==> config.mk <==
export PLATFORM = sky130hd
export DESIGN_NAME = gemm_tile_scheduler_flat
export DESIGN_NICKNAME = d
export VERILOG_FILES = /design/src/rtl/gemm_tile_scheduler_if.sv /design/src/rtl/gemm_tile_scheduler.sv /design/src/flat_wrapper.sv
export SDC_FILE = /design/constraint.sdc
export NUM_CORES = 1
export LEC_CHECK = 0
export ABC_CLOCK_PERIOD_IN_PS = 7500
export BUFFER_PORTS_ARGS = -buffer_cell sky130_fd_sc_hd__buf_2
export CORE_UTILIZATION = 30
export CTS_CLUSTER_DIAMETER = 100
export DETAILED_ROUTE_END_ITERATION = 8
export GPL_ROUTABILITY_DRIVEN = 0
export GPL_TIMING_DRIVEN = 0
export PLACE_DENSITY_LB_ADDON = 0.15
export SYNTH_ARGS = -nofsm -noshare
export SYNTH_HDL_FRONTEND = slang
export SYNTH_SLANG_ARGS = --single-unit
export TNS_END_PERCENT = 5
==> constraint.sdc <==
create_clock -name clk -period 7.5 [get_ports clk]
set_input_delay 1.5 -clock clk [delete_from_list [all_inputs] [get_ports clk]]
set_output_delay 1.5 -clock clk [all_outputs]
set_load 0.005 [all_outputs]
==> src/rtl/gemm_tile_scheduler_if.sv <==
// Host/array-controller bundle for the GEMM tile scheduler.
// slave = scheduler side, master = host/testbench side.
interface gemm_tile_scheduler_if #(
  parameter int LOG2_SRAM_BANK_DEPTH = 10,
  parameter int CTRL_WIDTH           = 4,
  parameter int TILE_CNT_WIDTH       = 8
);
  localparam int AW = LOG2_SRAM_BANK_DEPTH;
  localparam int TW = TILE_CNT_WIDTH;

  logic                  i_start;
  logic [AW-1:0]         i_k_len;
  logic [TW-1:0]         i_num_m_tiles;
  logic [TW-1:0]         i_num_n_tiles;
  logic [AW-1:0]         i_top_base_addr;
  logic [AW-1:0]         i_left_base_addr;
  logic                  i_sa_valid_down_last;
  logic [CTRL_WIDTH-1:0] o_ctrl_state;
  logic [AW-1:0]         o_top_rd_start_addr;
  logic [AW-1:0]         o_top_rd_end_addr;
  logic [AW-1:0]         o_left_rd_start_addr;
  logic [AW-1:0]         o_left_rd_end_addr;
  logic [TW-1:0]         o_tile_m_idx;
  logic [TW-1:0]         o_tile_n_idx;
  logic                  o_sa_clear;
  logic                  o_busy;
  logic                  o_done;
  logic                  o_error;

  modport slave (
    input  i_start, i_k_len,
    input  i_num_m_tiles, i_num_n_tiles,
    input  i_top_base_addr, i_left_base_addr,
    input  i_sa_valid_down_last,
    output o_ctrl_state,
    output o_top_rd_start_addr, o_top_rd_end_addr,
    output o_left_rd_start_addr, o_left_rd_end_addr,
    output o_tile_m_idx, o_tile_n_idx,
    output o_sa_clear, o_busy, o_done, o_error
  );

  modport master (
    output i_start, i_k_len,
    output i_num_m_tiles, i_num_n_tiles,
    output i_top_base_addr, i_left_base_addr,
    output i_sa_valid_down_last,
    input  o_ctrl_state,
    input  o_top_rd_start_addr, o_top_rd_end_addr,
    input  o_left_rd_start_addr, o_left_rd_end_addr,
    input  o_tile_m_idx, o_tile_n_idx,
    input  o_sa_clear, o_busy, o_done, o_error
  );
endinterface

==> src/rtl/gemm_tile_scheduler.sv <==
// Output-stationary systolic array sequencer: walks MxN output
// tiles, drives controller state code and SRAM read windows.
module gemm_tile_scheduler #(
  parameter int NUM_ROW              = 8,
  parameter int NUM_COL              = 8,
  parameter int LOG2_SRAM_BANK_DEPTH = 10,
  parameter int CTRL_WIDTH           = 4,
  parameter int TILE_CNT_WIDTH       = 8,
  parameter int DRAIN_TIMEOUT        = 64
) (
  input  logic                  clk,
  input  logic                  rst_n,
  gemm_tile_scheduler_if.slave  bus
);
  localparam int AW = LOG2_SRAM_BANK_DEPTH;
  localparam int TW = TILE_CNT_WIDTH;
  localparam int PW = AW + TW;
  localparam int SW = AW + 2;
  localparam int DW = $clog2(DRAIN_TIMEOUT + 1);
  localparam int BW = $clog2(NUM_ROW + 1);

  typedef enum logic [2:0] {
    S_IDLE,
    S_CLEAR,
    S_STEADY,
    S_DRAIN,
    S_NEXT,
    S_DONE
  } state_e;

  state_e        state_q, state_d;
  logic [AW-1:0] k_q, k_d;
  logic [AW-1:0] tbase_q, tbase_d;
  logic [AW-1:0] lbase_q, lbase_d;
  logic [TW-1:0] num_m_q, num_m_d;
  logic [TW-1:0] num_n_q, num_n_d;
  logic [TW-1:0] m_q, m_d;
  logic [TW-1:0] n_q, n_d;
  logic [SW-1:0] cyc_q, cyc_d;
  logic [DW-1:0] dcyc_q, dcyc_d;
  logic [BW-1:0] beat_q, beat_d;
  logic          err_q, err_d;
  logic [AW-1:0] ts_q, ts_d;
  logic [AW-1:0] te_q, te_d;
  logic [AW-1:0] ls_q, ls_d;
  logic [AW-1:0] le_q, le_d;

  logic [SW-1:0] steady_len;
  logic [BW-1:0] beats_nxt;
  logic          n_wrap;
  logic          last_tile;
  logic          zero_job;
  logic          load_addr;
  logic [AW-1:0] a_k, a_tb, a_lb;
  logic [TW-1:0] a_m, a_n;

  assign steady_len = SW'(k_q) + SW'(NUM_ROW + NUM_COL - 2);
  assign beats_nxt  = beat_q + BW'(bus.i_sa_valid_down_last);
  assign n_wrap     = (n_q == num_n_q - TW'(1));
  assign last_tile  = n_wrap && (m_q == num_m_q - TW'(1));
  assign zero_job   = (bus.i_k_len == '0) ||
                      (bus.i_num_m_tiles == '0) ||
                      (bus.i_num_n_tiles == '0);

  always_comb begin
    state_d   = state_q;
    k_d       = k_q;
    tbase_d   = tbase_q;
    lbase_d   = lbase_q;
    num_m_d   = num_m_q;
    num_n_d   = num_n_q;
    m_d       = m_q;
    n_d       = n_q;
    cyc_d     = cyc_q;
    dcyc_d    = dcyc_q;
    beat_d    = beat_q;
    err_d     = err_q;
    ts_d      = ts_q;
    te_d      = te_q;
    ls_d      = ls_q;
    le_d      = le_q;
    load_addr = 1'b0;
    a_k       = k_q;
    a_tb      = tbase_q;
    a_lb      = lbase_q;
    a_m       = m_q;
    a_n       = n_q;
    unique case (state_q)
      S_IDLE: begin
        if (bus.i_start) begin
          k_d     = bus.i_k_len;
          tbase_d = bus.i_top_base_addr;
          lbase_d = bus.i_left_base_addr;
          num_m_d = bus.i_num_m_tiles;
          num_n_d = bus.i_num_n_tiles;
          m_d     = '0;
          n_d     = '0;
          err_d   = 1'b0;
          if (zero_job) begin
            state_d = S_DONE;
          end else begin
            state_d   = S_CLEAR;
            load_addr = 1'b1;
            a_k       = bus.i_k_len;
            a_tb      = bus.i_top_base_addr;
            a_lb      = bus.i_left_base_addr;
            a_m       = '0;
            a_n       = '0;
          end
        end
      end
      S_CLEAR: begin
        state_d = S_STEADY;
        cyc_d   = '0;
      end
      S_STEADY: begin
        if (cyc_q == steady_len - SW'(1)) begin
          state_d = S_DRAIN;
          cyc_d   = '0;
          dcyc_d  = '0;
          beat_d  = '0;
        end else begin
          cyc_d = cyc_q + SW'(1);
        end
      end
      S_DRAIN: begin
        beat_d = beats_nxt;
        dcyc_d = dcyc_q + DW'(1);
        if (beats_nxt == BW'(NUM_ROW)) begin
          state_d = S_NEXT;
        end else if (dcyc_q == DW'(DRAIN_TIMEOUT - 1)) begin
          err_d   = 1'b1;
          state_d = S_NEXT;
        end
      end
      S_NEXT: begin
        if (last_tile) begin
          state_d = S_DONE;
        end else begin
          n_d       = n_wrap ? '0 : n_q + TW'(1);
          m_d       = n_wrap ? m_q + TW'(1) : m_q;
          a_m       = m_d;
          a_n       = n_d;
          load_addr = 1'b1;
          state_d   = S_CLEAR;
        end
      end
      S_DONE:  state_d = S_IDLE;
      default: state_d = S_IDLE;
    endcase
    // Full-width product, wrapped into the bank address space
    if (load_addr) begin
      ts_d = AW'(PW'(a_tb) + PW'(a_n) * PW'(a_k));
      te_d = ts_d + a_k;
      ls_d = AW'(PW'(a_lb) + PW'(a_m) * PW'(a_k));
      le_d = ls_d + a_k;
    end
  end

  always_ff @(posedge clk or negedge rst_n) begin
    if (!rst_n) begin
      state_q <= S_IDLE;
      k_q     <= '0;
      tbase_q <= '0;
      lbase_q <= '0;
      num_m_q <= '0;
      num_n_q <= '0;
      m_q     <= '0;
      n_q     <= '0;
      cyc_q   <= '0;
      dcyc_q  <= '0;
      beat_q  <= '0;
      err_q   <= 1'b0;
      ts_q    <= '0;
      te_q    <= '0;
      ls_q    <= '0;
      le_q    <= '0;
    end else begin
      state_q <= state_d;
      k_q     <= k_d;
      tbase_q <= tbase_d;
      lbase_q <= lbase_d;
      num_m_q <= num_m_d;
      num_n_q <= num_n_d;
      m_q     <= m_d;
      n_q     <= n_d;
      cyc_q   <= cyc_d;
      dcyc_q  <= dcyc_d;
      beat_q  <= beat_d;
      err_q   <= err_d;
      ts_q    <= ts_d;
      te_q    <= te_d;
      ls_q    <= ls_d;
      le_q    <= le_d;
    end
  end

  assign bus.o_ctrl_state =
    (state_q == S_STEADY) ? CTRL_WIDTH'(1) :
    (state_q == S_DRAIN)  ? CTRL_WIDTH'(3) : '0;

  assign bus.o_top_rd_start_addr  = ts_q;
  assign bus.o_top_rd_end_addr    = te_q;
  assign bus.o_left_rd_start_addr = ls_q;
  assign bus.o_left_rd_end_addr   = le_q;
  assign bus.o_tile_m_idx         = m_q;
  assign bus.o_tile_n_idx         = n_q;
  assign bus.o_sa_clear           = (state_q == S_CLEAR);
  assign bus.o_done               = (state_q == S_DONE);
  assign bus.o_error              = err_q;

  // Busy covers the accepting cycle and drops as done pulses
  assign bus.o_busy =
    (state_q != S_IDLE && state_q != S_DONE) ||
    (state_q == S_IDLE && bus.i_start && rst_n);
endmodule

==> src/flat_wrapper.sv <==
// flat-port wrapper written by rule: the top's interface ports become plain ports
module gemm_tile_scheduler_flat 
#(
  parameter int NUM_ROW              = 8,
  parameter int NUM_COL              = 8,
  parameter int LOG2_SRAM_BANK_DEPTH = 10,
  parameter int CTRL_WIDTH           = 4,
  parameter int TILE_CNT_WIDTH       = 8,
  parameter int DRAIN_TIMEOUT        = 64
)
  (clk, rst_n, bus_i_start, bus_i_k_len, bus_i_num_m_tiles, bus_i_num_n_tiles, bus_i_top_base_addr, bus_i_left_base_addr, bus_i_sa_valid_down_last, bus_o_ctrl_state, bus_o_top_rd_start_addr, bus_o_top_rd_end_addr, bus_o_left_rd_start_addr, bus_o_left_rd_end_addr, bus_o_tile_m_idx, bus_o_tile_n_idx, bus_o_sa_clear, bus_o_busy, bus_o_done, bus_o_error);
  gemm_tile_scheduler_if #(.LOG2_SRAM_BANK_DEPTH(LOG2_SRAM_BANK_DEPTH), .CTRL_WIDTH(CTRL_WIDTH), .TILE_CNT_WIDTH(TILE_CNT_WIDTH)) bus_i ();
  input  logic clk;
  input  logic rst_n;
  input wire logic [$bits(bus_i.i_start)-1:0] bus_i_start;
  input wire logic [$bits(bus_i.i_k_len)-1:0] bus_i_k_len;
  input wire logic [$bits(bus_i.i_num_m_tiles)-1:0] bus_i_num_m_tiles;
  input wire logic [$bits(bus_i.i_num_n_tiles)-1:0] bus_i_num_n_tiles;
  input wire logic [$bits(bus_i.i_top_base_addr)-1:0] bus_i_top_base_addr;
  input wire logic [$bits(bus_i.i_left_base_addr)-1:0] bus_i_left_base_addr;
  input wire logic [$bits(bus_i.i_sa_valid_down_last)-1:0] bus_i_sa_valid_down_last;
  output wire logic [$bits(bus_i.o_ctrl_state)-1:0] bus_o_ctrl_state;
  output wire logic [$bits(bus_i.o_top_rd_start_addr)-1:0] bus_o_top_rd_start_addr;
  output wire logic [$bits(bus_i.o_top_rd_end_addr)-1:0] bus_o_top_rd_end_addr;
  output wire logic [$bits(bus_i.o_left_rd_start_addr)-1:0] bus_o_left_rd_start_addr;
  output wire logic [$bits(bus_i.o_left_rd_end_addr)-1:0] bus_o_left_rd_end_addr;
  output wire logic [$bits(bus_i.o_tile_m_idx)-1:0] bus_o_tile_m_idx;
  output wire logic [$bits(bus_i.o_tile_n_idx)-1:0] bus_o_tile_n_idx;
  output wire logic [$bits(bus_i.o_sa_clear)-1:0] bus_o_sa_clear;
  output wire logic [$bits(bus_i.o_busy)-1:0] bus_o_busy;
  output wire logic [$bits(bus_i.o_done)-1:0] bus_o_done;
  output wire logic [$bits(bus_i.o_error)-1:0] bus_o_error;
  assign bus_i.i_start = bus_i_start;
  assign bus_i.i_k_len = bus_i_k_len;
  assign bus_i.i_num_m_tiles = bus_i_num_m_tiles;
  assign bus_i.i_num_n_tiles = bus_i_num_n_tiles;
  assign bus_i.i_top_base_addr = bus_i_top_base_addr;
  assign bus_i.i_left_base_addr = bus_i_left_base_addr;
  assign bus_i.i_sa_valid_down_last = bus_i_sa_valid_down_last;
  assign bus_o_ctrl_state = bus_i.o_ctrl_state;
  assign bus_o_top_rd_start_addr = bus_i.o_top_rd_start_addr;
  assign bus_o_top_rd_end_addr = bus_i.o_top_rd_end_addr;
  assign bus_o_left_rd_start_addr = bus_i.o_left_rd_start_addr;
  assign bus_o_left_rd_end_addr = bus_i.o_left_rd_end_addr;
  assign bus_o_tile_m_idx = bus_i.o_tile_m_idx;
  assign bus_o_tile_n_idx = bus_i.o_tile_n_idx;
  assign bus_o_sa_clear = bus_i.o_sa_clear;
  assign bus_o_busy = bus_i.o_busy;
  assign bus_o_done = bus_i.o_done;
  assign bus_o_error = bus_i.o_error;
  gemm_tile_scheduler #(.NUM_ROW(NUM_ROW), .NUM_COL(NUM_COL), .LOG2_SRAM_BANK_DEPTH(LOG2_SRAM_BANK_DEPTH), .CTRL_WIDTH(CTRL_WIDTH), .TILE_CNT_WIDTH(TILE_CNT_WIDTH), .DRAIN_TIMEOUT(DRAIN_TIMEOUT)) u_core (.clk(clk), .rst_n(rst_n), .bus(bus_i));
endmodule
Word level (Yosys, flattened, before mapping):

Index checks and enable logic that the tools add are counted.

* register bits: 129
* output and inout port bits: 64
* input bits: 50

* multipliers: 2
* add/sub/neg operators: 13
* multiplexer cells: 45
* reduce and logical (&&, ||, !) cells: 21
* eq/ne operators: 16

Operators with widths (number)
* 10-bit two-way mux: 9
* 8-bit two-way mux: 9
* 8-bit one-hot mux with 2 select lines: 4
* 10-bit adder: 4
* 12-bit one-hot mux with 2 select lines: 1
* 8-bit by 10-bit multiplier with 10-bit output: 2
* 3-bit two-way mux: 6
* 8-bit by 1-bit adder with 8-bit output (second input constant): 2
* 8-bit == test: 2
* 8-bit logical NOT: 2
* 8-bit by 1-bit subtractor with 8-bit output (second input constant): 2
* 3-bit one-hot mux with 5 select lines: 1
* 7-bit one-hot mux with 2 select lines: 1
* 12-bit by 1-bit adder with 12-bit output (second input constant): 1
* 12-bit == test: 1
* 12-bit two-way mux: 1
* 12-bit by 1-bit subtractor with 12-bit output (second input constant): 1
* 10-bit by 4-bit adder with 11-bit output (second input constant): 1
* 10-bit logical NOT: 1
* 4-bit two-way mux: 2
* 4-bit one-hot mux with 2 select lines: 1
* 2-bit nonzero test: 4
* 7-bit by 1-bit adder with 7-bit output (second input constant): 1
* 7-bit by 6-bit == test with 1-bit output (second input constant): 1
* other kinds (20): 37

Logic depth before layout (Yosys ltp):

Gate-level depths: netlist of run 1.

* depth in word-level cells: 9
* depth in mapped cells: 33

Worst setup path after synthesis of run 1:

Ideal clock, no wire load.

* kind: input to register
* start: input bus_i_k_len[6]
* end: register u_core.te_q[9], in the netlist u_core.bus.o_top_rd_end_addr[9]
* arrival time: 7974 ps
* setup slack: -605 ps
* cell stages on the path: 25
* setup time: 131 ps
* cells stage by stage: nor4_1 > nand3_1 > nand4_1 > clkbuf_1 > buf_1 > mux2_2 > inv_1 > clkbuf_1 > nor3_1 > fa_1 > fa_1 > inv_1 > fa_1 > fa_1 > inv_1 > ha_1 > a21oi_1 > o21bai_1 > a21oi_1 > xnor2_1 > xnor2_1 > xnor2_1 > xnor3_1 > xnor3_1 > o21ai_1

* longest elaborated chain between the ends: 9

Ends and longest elaborated chain
* from (decl): line flat_wrapper.sv:16 `input wire logic [$bits(bus_i.i_k_len)-1:0] bus_i_k_len;`
* 10-bit logical NOT: line gemm_tile_scheduler.sv:61 `assign zero_job = (bus.i_k_len == '0) ||`
* 1-bit logical OR: line gemm_tile_scheduler.sv:61
* 1-bit logical OR: line gemm_tile_scheduler.sv:62 `(bus.i_num_m_tiles == '0) ||`
* 8-bit two-way mux / 10-bit two-way mux (equally long branches): line gemm_tile_scheduler.sv:99 `if (zero_job) begin`
* 8-bit two-way mux / 10-bit two-way mux (equally long branches): line gemm_tile_scheduler.sv:90 `if (bus.i_start) begin`
* 8-bit one-hot mux with 2 select lines / 10-bit two-way mux (equally long branches): line gemm_tile_scheduler.sv:88 `unique case (state_q)`
* 8-bit by 10-bit multiplier with 10-bit output: line gemm_tile_scheduler.sv:153 `ts_d = AW'(PW'(a_tb) + PW'(a_n) * PW'(a_k));`
* 10-bit adder: line gemm_tile_scheduler.sv:153
* 10-bit adder: line gemm_tile_scheduler.sv:154 `te_d = ts_d + a_k;`
* to (signal assigned): line gemm_tile_scheduler.sv:192 `te_q <= te_d;`
* to (decl): line gemm_tile_scheduler.sv:44 `logic [AW-1:0] te_q, te_d;`

Parallel ways exist; a longest one is shown, timed or not.
A chain may end at the register's enable or synchronous reset.

Worst setup path in the final report of run 1:

* start: input bus_i_num_n_tiles[7]
* end: register u_core.le_q[9], in the netlist u_core.bus.o_left_rd_end_addr[9]

* longest elaborated chain between the ends: 8

Ends and longest elaborated chain
* from (decl): line flat_wrapper.sv:18 `input wire logic [$bits(bus_i.i_num_n_tiles)-1:0] bus_i_num_n_tiles;`
* 8-bit logical NOT *: line gemm_tile_scheduler.sv:63 `(bus.i_num_n_tiles == '0);`
* 1-bit logical OR *: line gemm_tile_scheduler.sv:62
* 8-bit two-way mux / 10-bit two-way mux (equally long branches): line gemm_tile_scheduler.sv:99
* 8-bit two-way mux / 10-bit two-way mux (equally long branches): line gemm_tile_scheduler.sv:90
* 8-bit one-hot mux with 2 select lines / 10-bit two-way mux (equally long branches): line gemm_tile_scheduler.sv:88
* 8-bit by 10-bit multiplier with 10-bit output: line gemm_tile_scheduler.sv:155 `ls_d = AW'(PW'(a_lb) + PW'(a_m) * PW'(a_k));`
* 10-bit adder: line gemm_tile_scheduler.sv:155
* 10-bit adder: line gemm_tile_scheduler.sv:156 `le_d = ls_d + a_k;`
* to (signal assigned): line gemm_tile_scheduler.sv:194 `le_q <= le_d;`
* to (decl): line gemm_tile_scheduler.sv:46 `logic [AW-1:0] le_q, le_d;`

Every way passes the cells marked *; elsewhere a longest branch is shown, timed or not.

==> flow_summary.json, run 1 <==
{
  "status": "completed",
  "cts_buffers": 17,
  "worst_hold_slack_ps": 473,
  "crit_path_max_fanout": 11,
  "ant_nets": 0,
  "synthTopCellsByArea": "dfrtp_1, fa_1, nand2_1, ha_1, xnor2_1",
  "setup_viol": 0,
  "cts.sinks": 129,
  "ios": 114,
  "regArea_mm2": 0.00323,
  "rows": 70,
  "nets": 1650,
  "post_dp_cell_area_mm2": 0.0123,
  "p_seq_share_pct": 19.8,
  "fin_crit_ps": 7250,
  "synth-main-ff-cell": "dfrtp_1",
  "syn_avg_cell_area_um2": 8.46,
  "dr.pass1.iters": 5,
  "grt_antenna_before_repair": 1,
  "async_reset_ff_share_pct": 100,
  "dp_cells": 1897,
  "final_cell_mix": "nand2_1, inv_1, dfrtp_1, buf_2, o21ai_0",
  "portBuffers": 111,
  "hp-class": "reg -> reg",
  "synth_cell_types": 72,
  "wirelength_mm": 34.2,
  "die_area_mm2": 0.0379,
  "grt_pass1_vias": 9749,
  "drive_above_1_share_pct": 17.7,
  "grt_max_degree": 74,
  "vdd_drop_max_uv": 275,
  "critPathArrivalTime_ps": 7550,
  "power.share.switching_pct": 48.1,
  "first_iter_violations": 444,
  "htreeDepth": 4,
  "min_period_over_period_pct": 96.7,
  "fmax_ghz": 0.138,
  "p_sw_mw": 2.94,
  "clkTransAtPathRegs_ps": 60,
  "drv_slew": 0,
  "synth-edff-count": 0,
  "synth_area_mm2": 0.0111,
  "clock_path_buffers": 2,
  "relSlewSlack_pct": 39.7,
  "power_mw": 6.12,
  "post-place-ws_ps": -2080,
  "grt_pass1_wl_mm": 54.9,
  "layout_commonest_cell": "nand2_1",
  "core-area_mm2": 0.0366,
  "maxCapViolations": 0,
  "drc": 0,
  "crit_path_end_kind": "register",
  "criticalPathCategory": "in -> reg",
  "p_clk_share_pct": 13.8,
  "die_x_um": 195,
  "p_leak_nw": 6.46,
  "p_int_mw": 3.18,
  "pwr_density_cell_mw_per_mm2": 454,
  "vias_per_cell": 4.90,
  "grt_overflow": 0,
  "tightest_slew_ps": 896,
  "insertion_delay_ps": 450,
  "pwr-share-comb_pct": 66.5,
  "routedWlPerCell_um": 17.5,
  "cts_tree": "yes",
  "fp.dieH_um": 195,
  "hpwl_mm": 26.4,
  "syn_to_final_growth_pct": 20.9,
  "start_util_pct": 30.4,
  "synth_top_cell_by_area": "dfrtp_1",
  "yosysWarnings": 0,
  "required_ps": 7800,
  "synth_cells": 1316,
  "dr_total_vias": 9552,
  "critPathLaunchType": "input port",
  "fin_util_pct": 36.8,
  "cts_root_buf": "clkbuf_16",
  "finalSetupTns_ps": 0,
  "setup_slack_ps": 248,
  "design_area_mm2": 0.0135,
  "multiInputGateArea_mm2": 0.00751,
  "synth_seq_cells": 129,
  "finClkSkew_ps": 12.2,
  "hold_violations": 0,
  "yosysSeqAreaShare_pct": 29.0,
  "fillerInstances": 3829,
  "netlist.area_leader.share_pct": 29.0,
  "fin_cells": 1949,
  "grt_usage_pct": 18.9
}
[repair_timing]
action,4_1_cts,5_1_grt
endpoints found under the setup margin,18,4
resized for setup,37,56
endpoints found under the hold margin,0,0
pin swaps,9,14
hold buffers,0,0
setup buffers,10,13
[final timing paths]
path / endpoint / startpoint / cells after the start / slack (ps)
setup / recovery: u_core.bus.o_left_rd_end_addr[9]$_DFFE_PN0P_ / bus_i_num_n_tiles[7] / 28 / 250
hold / removal: u_core.bus.o_top_rd_start_addr[4]$_DFFE_PN0P_ / u_core.bus.o_top_rd_start_addr[4]$_DFFE_PN0P_ / 2 / 470
setup reg to reg: u_core.bus.o_left_rd_end_addr[9]$_DFFE_PN0P_ / u_core.num_n_q[0]$_DFFE_PN0P_ / 26 / 320
hold reg to reg: u_core.bus.o_top_rd_start_addr[4]$_DFFE_PN0P_ / u_core.bus.o_top_rd_start_addr[4]$_DFFE_PN0P_ / 2 / 470
max in group asynchronous: u_core.bus.o_tile_m_idx[4]$_DFFE_PN0P_ / rst_n / 2 / 5650
min in group asynchronous: u_core.bus.o_top_rd_end_addr[3]$_DFFE_PN0P_ / rst_n / 1 / 1060
[final cells by class]
class | count | share of cell area (%)
Multi-Input combinational cell | 996 | 55.8
Timing Repair Buffer | 135 | 5.66
Sequential cell | 129 | 24.0
Tap cell | 468 | 4.35
Clock buffer | 22 | 3.60
Clock inverter | 10 | 0.743
Antenna cell | 1 | 0.0186
Inverter | 136 | 3.89
Buffer | 52 | 1.97
[power groups by stage]
stage	clock, mW	combinational [mW]	sequential (mW)
2_1_floorplan	0	2.83	1.16
6_report	0.842	4.07	1.21
5_1_grt	0.894	4.61	1.25
3_5_place_dp	0	3.91	1.20
4_1_cts	0.867	4.02	1.19
3_3_place_gp	0	3.86	1.19
[sequential cells by signal, summed over array words and instances, names as in the netlist, 10 cells and up]
signal / count
u_core.bus.o_left_rd_end_addr: 10
u_core.bus.o_top_rd_end_addr: 10
u_core.k_q: 10
u_core.tbase_q: 10
u_core.lbase_q: 10
u_core.bus.o_top_rd_start_addr: 10
u_core.bus.o_left_rd_start_addr: 10
u_core.cyc_q: 12
[kinds of logic (layout without fill, tap and decap cells)]
group / Yosys count / after routing / share of synthesized area (%)
fa+ha+maj: 134 / 134 / 19.5
other cells: 1 / 3 / 0.0337
xor+xnor: 95 / 95 / 8.09
flops: 129 / 129 / 29.0
compound gates: 242 / 242 / 13.7
mux: 42 / 42 / 3.96
buf+inv: 192 / 355 / 6.62
simple gates: 481 / 481 / 19.2
[cell usage after synthesis (all sizes together) (17+ instances only)]
master,number
nor2,59
mux2,17
inv,134
fa,66
o21ai,91
clkbuf,42
nand3,30
dfrtp,129
ha,67
xnor2,67
and3,19
mux2i,25
nor3,18
nand2,277
a21oi,55
xor2,23
[metal layers]
layer / wire (um) / GRT usage, %
met3: 1170 / 3.70
met4: 457 / 4.82
met2: 16700 / 32.1
met5: 0 / 0
met1: 15900 / 24.4
[critical path, cell delays in order]
cell and delay [ps]:
buf_2 130, nor4_4 300, nand2_1 80, buf_4 180, nand4_1 170, buf_8 180, buf_8 170, mux2_4 340
inv_1 110, buf_12 150, nor2_1 70, fa_1 470, fa_1 540, inv_1 50, fa_1 460, fa_1 550
inv_1 40, ha_1 330, o21ai_1 130, a21oi_1 110, o21ai_0 170, nand2b_1 130, xnor2_2 230, xnor2_1 150
xnor3_1 240, xnor3_2 300, xnor2_2 190, o21ai_1 70
No activity file was read; power rests on OpenSTA's default activity.
==> run 2: changes to the inputs <==
Settings changed: ABC_CLOCK_PERIOD_IN_PS 7500 to 7340, REMOVE_ABC_BUFFERS set to 1.
Clock period 7.5 ns to 7.34 ns, I/O delays scaled along.
==> run 2 against run 1 <==
Compared with the run above: cell area rose by 0.64%; sequential power rose by 8%; setup slack improved by 15 ps; hold slack barely moved; combinational power fell by 1%.
==> flow_summary.json, run 2 (same netlist as run 1, synthesis figures left out) <==
{
  "status": "completed",
  "grt_pass1_wl_mm": 53.2,
  "hold_violations": 0,
  "hpwl_mm": 23.7,
  "routedWlPerCell_um": 16.9,
  "diodes": 0,
  "drv_slew": 0,
  "criticalPathCategory": "in -> reg",
  "cpMostUsedCell": "fa_1",
  "fmax_ghz": 0.141,
  "required_ps": 7710,
  "largest_reg_flops": 12,
  "cts_tree": "yes",
  "maxCapViolations": 0,
  "cts_buffers": 17,
  "syn_to_final_growth_pct": 21.7,
  "design_area_mm2": 0.0136,
  "die_area_mm2": 0.0379,
  "power_mw": 6.31,
  "dr_total_vias": 9461,
  "clkTransAtPathRegs_ps": 60,
  "p_leak_nw": 6.51,
  "setup_viol": 0,
  "hp-class": "reg -> reg",
  "nets": 1622,
  "finClkSkew_ps": 13.6,
  "core-area_mm2": 0.0366,
  "crit_path_end_kind": "register",
  "crit_slowest_cell": "fa_1",
  "ios": 114,
  "start_util_pct": 30.4,
  "portBuffers": 111,
  "grt_max_degree": 87,
  "pwr_density_cell_mw_per_mm2": 466,
  "wirelength_mm": 32.4,
  "crit_path_max_fanout": 13,
  "post_dp_cell_area_mm2": 0.0123,
  "grt_usage_pct": 18.0,
  "worst_hold_slack_ps": 472,
  "grt_antenna_before_repair": 4,
  "drive_above_1_share_pct": 18.7,
  "htreeDepth": 4,
  "cts_root_buf": "clkbuf_16",
  "max_flop_register": "u_core.cyc_q",
  "relSlewSlack_pct": 37.7,
  "ant_nets": 0,
  "critPathArrivalTime_ps": 7450,
  "first_iter_violations": 391,
  "layout_commonest_cell": "nand2_1",
  "dr.pass1.iters": 5,
  "tightest_slew_ps": 933,
  "slowest_delay_ps": 550,
  "setup_slack_ps": 263,
  "fin_util_pct": 37.0,
  "drc": 0,
  "insertion_delay_ps": 440,
  "dp_cells": 1854,
  "min_period_over_period_pct": 96.4,
  "grt_pass1_vias": 9635,
  "rows": 70,
  "fin_cells": 1920,
  "final_cell_mix": "nand2_1, inv_1, dfrtp_1, buf_2, o21ai_0",
  "cts.sinks": 129,
  "vias_per_cell": 4.93,
  "fp.dieH_um": 195,
  "fin_crit_ps": 7080,
  "rsz0062_at_grt": "yes",
  "post-place-ws_ps": -2670,
  "clock_path_buffers": 2,
  "die_x_um": 195,
  "vdd_drop_max_uv": 193,
  "finalSetupTns_ps": 0,
  "critPathLaunchType": "input port",
  "grt_overflow": 0
}
[run 2: cell types whose count changed in the layout (fill, tap and decap cells not counted), moves of 3 or more]
cell,delta
buf_1,-5
bufinv_16,+5
buf_2,-4
clkbuf_8,-4
buf_6,+3
clkbuf_1,-31
inv_6,-3
buf_4,+10
[run 2: layout make-up]
class	instances	area, um2
clock inverters	13	235
flip-flops and latches	129	3230
fillers	3820	23100
clock buffers	19	433
inverters	136	522
well taps	468	586
multi-input cells	997	7530
repair buffers	158	1020
[run 2: power breakdown]
| group | total (mW) | switching [mW] | internal, mW |
|---|---|---|---|
| Clock | 0.998 | 0.360 | 0.638 |
| Combinational | 4.01 | 2.25 | 1.76 |
| Sequential | 1.31 | 0.315 | 0.993 |
[run 2: worst max-delay path, delay by kind of cell]
family                     cells  cell delay, ps
buffers and inverters          6             710
AOI/OAI and AO/OA              4             570
muxes                          1             370
adders and majority gates      5            2390
and+or+nand+nor                4             740
xor gates and xnor gates       5            1170
[run 2: repair_timing]
action | 4_1_cts | 5_1_grt
setup buffers | 28 | 5
pin swaps | 11 | 13
setup endpoints to repair | 26 | 4
gates cloned | 1 | 0
resized for setup | 36 | 36
endpoints found under the hold margin | 0 | 0
hold buffers | 0 | 0
[run 2: final timing paths]
check,from,end,slack (ps),depth (start not counted)
worst min-delay path,u_core.lbase_q[8]$_DFFE_PN0P_,u_core.lbase_q[8]$_DFFE_PN0P_,470,2
worst max register to register,u_core.num_n_q[0]$_DFFE_PN0P_,u_core.bus.o_top_rd_end_addr[9]$_DFFE_PN0P_,340,26
worst max-delay path,bus_i_num_m_tiles[1],u_core.bus.o_top_rd_end_addr[9]$_DFFE_PN0P_,260,25
max in group asynchronous,rst_n,u_core.bus.o_tile_n_idx[5]$_DFFE_PN0P_,5570,2
worst min register to register,u_core.lbase_q[8]$_DFFE_PN0P_,u_core.lbase_q[8]$_DFFE_PN0P_,470,2
min in group asynchronous,rst_n,u_core.num_m_q[2]$_DFFE_PN0P_,960,1
[run 2: metal layers]
layer  global-route usage (%)  wire (um)  part of all wire, %
met3                     3.42       1110                  3.4
met4                     5.35        528                  1.6
met1                     23.3      15000                   46
met5                        0         52                 0.16
met2                     30.3      15700                   49
==> run 3: changes to the inputs <==
Settings changed: CORE_ASPECT_RATIO set to 1.1, PLACE_DENSITY_LB_ADDON 0.15 to 0.05, RECOVER_POWER set to 100.
==> run 3 against run 2 <==
Compared with the run above: the run now ends with capacitance limit, slew limit left; global-route usage up 0.25 points; critical path depth unchanged; first-iteration DRC count up 17%; clock power down 13%; critical path type unchanged; critical endpoint unchanged.
==> flow_summary.json, run 3 (same netlist as run 1, synthesis figures left out) <==
{
  "worst_hold_slack_ps": 469,
  "fin_crit_ps": 7090,
  "rows": 73,
  "grt_overflow": 0,
  "setup_slack_ps": 250,
  "ant_nets": 0,
  "gr-usage-met2_pct": 29.7,
  "design_area_mm2": 0.0135,
  "vdd_drop_max_uv": 237,
  "critPathLaunchType": "input port",
  "grt_util_met1_pct": 24.9,
  "post_dp_cell_area_mm2": 0.0123,
  "dr_total_vias": 9369,
  "cts_root_buf": "clkbuf_16",
  "required_ps": 7720,
  "hp-class": "reg -> reg",
  "cts_buffers": 17,
  "fillerInstances": 3839,
  "pwr_density_cell_mw_per_mm2": 459,
  "htreeDepth": 4,
  "vias_per_cell": 4.80,
  "drive_above_1_share_pct": 16.4,
  "grt_pass1_wl_mm": 52.4,
  "grt_use_met3_pct": 3.47,
  "power_mw": 6.20,
  "min_period_over_period_pct": 96.6,
  "fmax_ghz": 0.141,
  "insertion_delay_ps": 450,
  "die_area_mm2": 0.0379,
  "portBuffers": 111,
  "grt_pass1_vias": 9266,
  "p_int_mw": 3.27,
  "p_clk_share_pct": 14.0,
  "routedWlPerCell_um": 17.1,
  "drv_slew": 61,
  "violations": "capacitance limit, slew limit",
  "drc": 0,
  "power.share.switching_pct": 47.3,
  "crit_path_max_fanout": 8,
  "finClkSkew_ps": 11.6,
  "pwr-share-comb_pct": 65.1,
  "grt_antenna_before_repair": 2,
  "wirelength_mm": 33.5,
  "max_flop_register": "u_core.cyc_q",
  "path_buf_inv": 7,
  "clock_path_buffers": 2,
  "criticalPathCategory": "in -> reg",
  "tightest_slew_ps": 3640,
  "crit_path_end_kind": "register",
  "layout_commonest_cell": "nand2_1",
  "p_seq_share_pct": 20.9,
  "status": "finished with violations",
  "p_leak_nw": 6.36,
  "nets": 1635,
  "relSlewSlack_pct": -142,
  "slowest_delay_ps": 560,
  "syn_to_final_growth_pct": 21.3,
  "cts.sinks": 129,
  "dr.pass1.iters": 4,
  "grt_max_degree": 71,
  "core-area_mm2": 0.0364,
  "first_iter_violations": 459,
  "largest_reg_flops": 12,
  "ios": 114,
  "p_sw_mw": 2.93,
  "setup_viol": 0,
  "fp.dieH_um": 204,
  "clkTransAtPathRegs_ps": 60,
  "grt_usage_pct": 18.3,
  "start_util_pct": 30.6,
  "critPathArrivalTime_ps": 7470,
  "maxCapViolations": 1,
  "final_cell_mix": "nand2_1, inv_1, dfrtp_1, o21ai_0, buf_2",
  "die_x_um": 186,
  "hold_violations": 0,
  "hpwl_mm": 24.3,
  "cts_tree": "yes",
  "postCtsHoldBufs": 0,
  "post-place-ws_ps": -2570,
  "grt_busiest_layer": "met2",
  "crit_slowest_cell": "fa_1",
  "path_delay_family": "adder cells"
}
==> run 3: worst paths after layout <==
kind | startpoint | to | slack, ps | cells after the start
setup / recovery | bus_i_k_len[0] | u_core.bus.o_top_rd_end_addr[9]$_DFFE_PN0P_ | 250 | 25
hold / removal | u_core.bus.o_left_rd_start_addr[3]$_DFFE_PN0P_ | u_core.bus.o_left_rd_start_addr[3]$_DFFE_PN0P_ | 470 | 2
setup reg to reg | u_core.num_n_q[0]$_DFFE_PN0P_ | u_core.bus.o_top_rd_end_addr[9]$_DFFE_PN0P_ | 330 | 27
hold reg to reg | u_core.bus.o_left_rd_start_addr[3]$_DFFE_PN0P_ | u_core.bus.o_left_rd_start_addr[3]$_DFFE_PN0P_ | 470 | 2
max in group asynchronous | rst_n | u_core.bus.o_tile_n_idx[5]$_DFFE_PN0P_ | 2750 | 1
min in group asynchronous | rst_n | u_core.bus.o_left_rd_end_addr[5]$_DFFE_PN0P_ | 2270 | 1
==> run 3: power groups by stage <==
stage	sequential [mW]	combinational [mW]	clock (mW)
2_1_floorplan	1.23	2.84	0
4_1_cts	1.29	4.04	0.899
3_3_place_gp	1.29	3.85	0
6_report	1.30	4.04	0.867
3_5_place_dp	1.29	3.87	0
5_1_grt	1.35	4.60	0.920
==> run 3: stage by stage <==
step                util (%)  std cells  TNS (ps)
floorplan                  -       1261   -180200
global placement        33.2       1859   -701630
detailed placement      33.9       1874    -34350
CTS                     36.5       1927         0
global route            37.2       1952     -4.91
finish                  37.2       1952         0
==> run 3: repair_timing <==
action	CTS	global route
gates resized for setup	44	41
endpoints found under the setup margin	26	4
setup buffers	21	23
gates cloned	1	1
pin swaps	12	19
==> run 3: cell type report <==
type                    instances  area [um2]  share of cell area [%]
repair inverters                1        5.00                  0.0370
repair buffers                170        1000                    7.44
well taps                     487         609                    4.51
multi-input cells             997        7570                    56.0
diodes                          1        2.50                  0.0185
clock buffers                  25         485                    3.59
flip-flops and latches        129        3230                    23.9
inverters                     136         528                    3.91
clock inverters                 6        80.1                   0.593
==> run 3: worst min-delay path, cell delays in order, from the launching register on <==
cell     delay [ps]
dfrtp_1         330
nand2_1          50
nand2_1          50
==> run 3: per-layer routing <==
layer | wire [um] | part of all wire [%]
met5 | 13 | 0.039
met1 | 15900 | 48
met4 | 350 | 1.0
met3 | 1310 | 3.9
met2 | 15900 | 47
